<file path="config.mk">
export PLATFORM = sky130hd
export DESIGN_NAME = dmem_lsu
export DESIGN_NICKNAME = d
export VERILOG_FILES = /design/src/rtl/dmem_lsu.sv
export SDC_FILE = /design/constraint.sdc
export NUM_CORES = 2
export LEC_CHECK = 0
export CAP_MARGIN = 10
export CORE_MARGIN = 4
export CORE_UTILIZATION = 46
export DETAILED_ROUTE_END_ITERATION = 10
export MAX_ROUTING_LAYER = met4
export SYNTH_ARGS = -nofsm -noshare
export SYNTH_HDL_FRONTEND = slang
export SYNTH_SLANG_ARGS = --single-unit
</file>
<file path="constraint.sdc">
create_clock -name clk -period 5.95 [get_ports clk]
set_input_delay 1.785 -clock clk [delete_from_list [all_inputs] [get_ports clk]]
set_output_delay 1.785 -clock clk [all_outputs]
set_load 0.01 [all_outputs]
</file>
<file path="src/rtl/dmem_lsu.sv">
// dmem_lsu: word-organised data RAM with RV32I load/store sizing and a
// valid/ready request port. Fixed-latency, in-order responses with error flag.
//
// Parameters:
//   DEPTH    number of 32-bit words (word index = addr[31:2])
//   LATENCY  cycles from accept to response, 1..4
//
// Ports:
//   clk, reset (async, active-low)
//   req_valid/req_ready  request handshake, transfer on rising clk
//   req_we, req_funct3   store/load select and RV32I size/sign code
//   req_addr, req_wdata  byte address, right-aligned store data
//   rsp_valid            one-cycle response strobe
//   rsp_rdata, rsp_err   extended load data (0 on store/error), error flag
//
// Build option:
//   DMEM_LSU_PIPE_EN  fully pipelined, req_ready always 1, up to LATENCY in
//                     flight. Undefined: single-outstanding request FSM.
module dmem_lsu #(
    parameter int unsigned DEPTH   = 64,
    parameter int unsigned LATENCY = 1
) (
    input  logic        clk,
    input  logic        reset,
    input  logic        req_valid,
    output logic        req_ready,
    input  logic        req_we,
    input  logic [2:0]  req_funct3,
    input  logic [31:0] req_addr,
    input  logic [31:0] req_wdata,
    output logic        rsp_valid,
    output logic [31:0] rsp_rdata,
    output logic        rsp_err
);
    localparam int unsigned AW = (DEPTH > 1) ? $clog2(DEPTH) : 1;

    logic [31:0]   mem [DEPTH];
    logic          accept;
    logic [AW-1:0] idx;
    logic          legal;
    logic          misaligned;
    logic          in_range;
    logic          err;
    logic [31:0]   rd_word;
    logic [31:0]   shifted;
    logic [31:0]   load_data;
    logic [31:0]   wr_data;
    logic [3:0]    wr_be;
    logic [31:0]   rsp_data_in;

    assign accept   = req_valid & req_ready;
    assign idx      = req_addr[AW+1:2];
    assign in_range = req_addr[31:2] < 30'(DEPTH);
    assign err      = ~legal | misaligned | ~in_range;
    assign rd_word  = mem[idx];
    assign shifted  = rd_word >> {req_addr[1:0], 3'b000};

    // funct3 legality and alignment; unsigned loads are illegal as stores
    always_comb begin
        legal      = 1'b0;
        misaligned = 1'b0;
        case (req_funct3)
            3'b000: legal = 1'b1;
            3'b001: begin
                legal      = 1'b1;
                misaligned = req_addr[0];
            end
            3'b010: begin
                legal      = 1'b1;
                misaligned = |req_addr[1:0];
            end
            3'b100, 3'b101: begin
                legal      = ~req_we;
                misaligned = req_funct3[0] & req_addr[0];
            end
            default: legal = 1'b0;
        endcase
    end

    // Load extraction; half-word shift by addr[1:0] is safe since addr[0]=0
    always_comb begin
        load_data = '0;
        case (req_funct3)
            3'b000:  load_data = {{24{shifted[7]}}, shifted[7:0]};
            3'b001:  load_data = {{16{shifted[15]}}, shifted[15:0]};
            3'b010:  load_data = rd_word;
            3'b100:  load_data = {24'b0, shifted[7:0]};
            3'b101:  load_data = {16'b0, shifted[15:0]};
            default: load_data = '0;
        endcase
    end

    // Store data replicated across lanes; byte enables pick the lane(s)
    always_comb begin
        wr_data = req_wdata;
        wr_be   = 4'b1111;
        case (req_funct3[1:0])
            2'b00: begin
                wr_data = {4{req_wdata[7:0]}};
                wr_be   = 4'b0001 << req_addr[1:0];
            end
            2'b01: begin
                wr_data = {2{req_wdata[15:0]}};
                wr_be   = req_addr[1] ? 4'b1100 : 4'b0011;
            end
            default: begin
                wr_data = req_wdata;
                wr_be   = 4'b1111;
            end
        endcase
    end

    assign rsp_data_in = (err || req_we) ? 32'd0 : load_data;

    // RAM array: not reset, contents survive reset
    always_ff @(posedge clk) begin
        if (accept && req_we && !err) begin
            for (int b = 0; b < 4; b++) begin
                if (wr_be[b]) begin
                    mem[idx][8*b +: 8] <= wr_data[8*b +: 8];
                end
            end
        end
    end

    // Response shift register; data stages load only behind a valid so the
    // final stage holds its last response while rsp_valid is low
    logic [LATENCY-1:0] pipe_valid;
    logic [LATENCY-1:0] pipe_err;
    logic [31:0]        pipe_data [LATENCY];

    always_ff @(posedge clk or negedge reset) begin
        if (!reset) begin
            pipe_valid <= '0;
            pipe_err   <= '0;
            for (int i = 0; i < LATENCY; i++) begin
                pipe_data[i] <= '0;
            end
        end else begin
            pipe_valid[0] <= accept;
            if (accept) begin
                pipe_err[0]  <= err;
                pipe_data[0] <= rsp_data_in;
            end
            for (int i = 1; i < LATENCY; i++) begin
                pipe_valid[i] <= pipe_valid[i-1];
                if (pipe_valid[i-1]) begin
                    pipe_err[i]  <= pipe_err[i-1];
                    pipe_data[i] <= pipe_data[i-1];
                end
            end
        end
    end

    assign rsp_valid = pipe_valid[LATENCY-1];
    assign rsp_err   = pipe_err[LATENCY-1];
    assign rsp_rdata = pipe_data[LATENCY-1];

`ifdef DMEM_LSU_PIPE_EN
    assign req_ready = 1'b1;
`else
    localparam int unsigned CW = (LATENCY > 1) ? $clog2(LATENCY) : 1;

    typedef enum logic {
        IDLE = 1'b0,
        WAIT = 1'b1
    } state_t;

    state_t        state_q;
    state_t        state_d;
    logic [CW-1:0] cnt_q;
    logic [CW-1:0] cnt_d;
    logic          ready_q;
    logic          ready_d;

    // State, countdown and registered ready
    always_ff @(posedge clk or negedge reset) begin
        if (!reset) begin
            state_q <= IDLE;
            cnt_q   <= '0;
            ready_q <= 1'b1;
        end else begin
            state_q <= state_d;
            cnt_q   <= cnt_d;
            ready_q <= ready_d;
        end
    end

    // cnt==0 in WAIT is the response cycle, which may accept again
    always_comb begin
        state_d = state_q;
        cnt_d   = cnt_q;
        case (state_q)
            IDLE: begin
                if (accept && (LATENCY > 1)) begin
                    state_d = WAIT;
                    cnt_d   = CW'(LATENCY - 1);
                end
            end
            WAIT: begin
                if (cnt_q != '0) begin
                    cnt_d = cnt_q - CW'(1);
                end else if (accept) begin
                    cnt_d = CW'(LATENCY - 1);
                end else begin
                    state_d = IDLE;
                end
            end
            default: state_d = IDLE;
        endcase
        ready_d = (state_d == IDLE) || (cnt_d == '0);
    end

    assign req_ready = ready_q;
`endif

endmodule

</file>
==> results.py <==
metrics = {
    "clocking": {
        "ctsResizeCount": 0,
        "clk_pin_slew_ps": 60,
        "cts_tree": "done",
        "postCtsHoldBufs": 0,
        "cts_buffer_depth": 3,
        "h-tree-depth": 4,
        "cts_root_buf": "clkbuf_16",
        "clkSinkCount": 2083,
        "insertion_delay_ps": 850,
        "cts_setup_buffers": 0,
        "cts-buffers-inserted": 200,
    },
    "sta": {
        "skew_ps": 48.2,
        "relSlewSlack_pct": 4.40,
        "finalCritPeriodShare_pct": 86.2,
        "slew_violations": 0,
        "rsz0062_at_grt": "no",
        "setup_violations": 0,
        "period_needed_ps": 5130,
        "tightest_slew_ps": 1430,
        "final-hold-violation-count": 0,
        "timing.final.ws_setup_ps": 820,
        "max_freq_mhz": 195,
        "tns_ps": 0,
    },
    "setup_path": {
        "slowest_stage": "nor2_2",
        "cp.depth": 11,
        "critical_path.most_common_cell": "buf_4",
        "cp-start-kind": "input pin",
        "critPathKind": "in -> reg",
        "crit_required_ps": 6710,
        "critPathArrivalTime_ps": 5880,
        "end_kind": "register",
        "max_stage_delay_ps": 1100,
        "crit_path_cell_trace": "clkdlybuf4s50_1 > buf_4 > nand2_1 > nor2_2 > buf_4 > o21ai_0 > nand4b_1 > o22ai_1 > or4_1 > buf_4 > o211ai_1",
        "reg2reg_depth": 9,
        "path_buf_inv": 4,
        "worst-path-max-fanout": 23,
        "cp_top_family": "simple AND/OR/NAND/NOR gates",
    },
    "die": {
        "die_w_um": 424,
        "ios": 106,
        "start_util_pct": 46.4,
        "dieArea_sq_mm": 0.180,
        "core_area_sq_mm": 0.172,
        "rows": 152,
        "die_h_um": 424,
    },
    "worst_hold_path": {
        "hp-class": "reg -> reg",
        "hold_depth": 2,
    },
    "cells_and_area": {
        "drive_gt1_share_pct": 17.2,
        "layout_commonest_cell": "edfxtp_1",
        "fillers": 13800,
        "fin_cells": 7628,
        "fin_nets": 5209,
        "fin_area_sq_mm": 0.0928,
        "mostFrequentLayoutCells": "edfxtp_1 (2048), a22oi_1 (568), buf_4 (493), nor2_1 (297), clkbuf_16 (201)",
        "syn2layout_area_growth_pct": 16.4,
    },
    "synthesis": {
        "yosys-top-cells-area": "edfxtp_1 (77%), a22oi_1 (5.3%), mux2i_1 (1.7%), nor2_1 (1.4%), a22o_1 (1.3%)",
        "ys_warn_count": 0,
        "ys_ff_latch": 2083,
        "synth_edf_count": 2048,
        "async_flop_share_pct": 1.68,
        "seq_area_frac_synth_pct": 78.3,
        "synthCells": 4639,
        "synth_top_cell_area_share_pct": 77.2,
        "synth_cell_types": 92,
        "syn-num-nets": 4710,
        "synth_area_sq_mm": 0.0797,
        "synth_top_area_cell": "edfxtp_1",
        "avgSynthCellArea_sq_um": 17.2,
        "yosys_most_used_dff": "edfxtp_1",
    },
    "placed_design": {
        "gp_congestion": 0.957,
        "hpwl_um": 174000,
        "preCtsSetupSlack_ps": 164,
        "dp_cells": 7243,
        "dpl-instance-area_sq_mm": 0.0865,
        "io_buffers": 105,
    },
    "drt": {
        "drc": 0,
        "drtPass1Iterations": 6,
        "vias": 49300,
        "wire_per_inst_um": 35.2,
        "postRouteAntennaNets": 0,
        "routed_wl_um": 269000,
        "via_per_inst": 6.47,
        "drtIter0Drc": 7393,
    },
    "grt": {
        "grt_overflow": 0,
        "grt_use_total_pct": 30.3,
        "grt_pass1_wl_um": 372000,
        "grt_pass1_vias": 46600,
        "antenna_found_initial": 20,
        "grt_max_degree": 72,
    },
    "run": {
        "maxCapViolations": 0,
    },
    "power": {
        "ir_drop_mv": 0.286,
        "power_density_mw_per_mm2": 325,
        "power_uw": 30100,
        "p_leak_uw": 0.0296,
    },
    "run_status": {
        "status": "finished, final reports clean",
    },
}
-- final timing paths --
path                       slack [ps]             to        start
max                               820  rsp_rdata[13]  req_addr[6]
max reg2reg                      2680  rsp_rdata[21]  mem[38][23]
min in group asynchronous        1060      rsp_valid        reset
min reg2reg                       510        rsp_err      rsp_err
max in group asynchronous        4280   rsp_rdata[4]        reset
min                               510        rsp_err      rsp_err
-- synth_stat cells, drive strengths merged (49+ instances only) --
| master | instances |
|---|---|
| clkbuf | 119 |
| o22ai | 49 |
| buf | 220 |
| mux2i | 132 |
| nor2 | 300 |
| a31oi | 66 |
| a22oi | 568 |
| a22o | 114 |
| a21oi | 53 |
| nand2 | 152 |
| edfxtp | 2048 |
| a221oi | 94 |
-- registers in the layout (all words and copies together), names as in the netlist --
name / cells
mem: 2048
req_ready: 1
rsp_err: 1
rsp_rdata: 32
rsp_valid: 1
-- metrics by stage --
step | hold WS, ps | utilization [%]
floorplan | 529 | -
global placement | 497 | 50.3
detailed placement | 507 | 50.3
CTS | 517 | 53.9
global route | 543 | 54.0
finish | 508 | 54.0
-- tightest hold or removal path: cells and delay by family, from the launching register on --
family	cells	cell delay, ps
and+or+nand+nor	2	130
DFF	1	340
-- power by group --
| group | internal (uW) | switching, uW |
|---|---|---|
| sequential | 16200 | 0.276 |
| clock | 6690 | 5500 |
| combinational | 465 | 1250 |
-- cell type report --
type | count | area (sq um) | area share (%)
Antenna cell | 19 | 47.5 | 0.0512
Clock buffer | 255 | 5240 | 5.65
Clock inverter | 108 | 961 | 1.04
Inverter | 40 | 150 | 0.162
Multi-Input combinational cell | 2177 | 15600 | 16.9
Sequential cell | 2083 | 62400 | 67.2
Tap cell | 2310 | 2890 | 3.12
Timing Repair Buffer | 636 | 5470 | 5.89
-- routing by layer --
| layer | global-route usage [%] | share of wire (%) | wire (um) |
|---|---|---|---|
| met2 | 44.5 | 46 | 122000 |
| met3 | 7.64 | 12 | 31300 |
| met5 | - | 0 | 0 |
| met1 | 40.1 | 38 | 101000 |
| met4 | 13.6 | 5.1 | 13600 |
-- kinds of logic (layout without fill, tap and decap cells) --
kind of cell	Yosys count	count (layout)	synth area share [%]
flops	2083	2083	78.3
compound gates	1231	1231	11.9
simple gates	762	762	4.94
buf+inv	379	1039	2.40
mux	183	183	2.55
other cells	1	20	0.00470
Note: power is estimated with default switching activity, not from simulation.
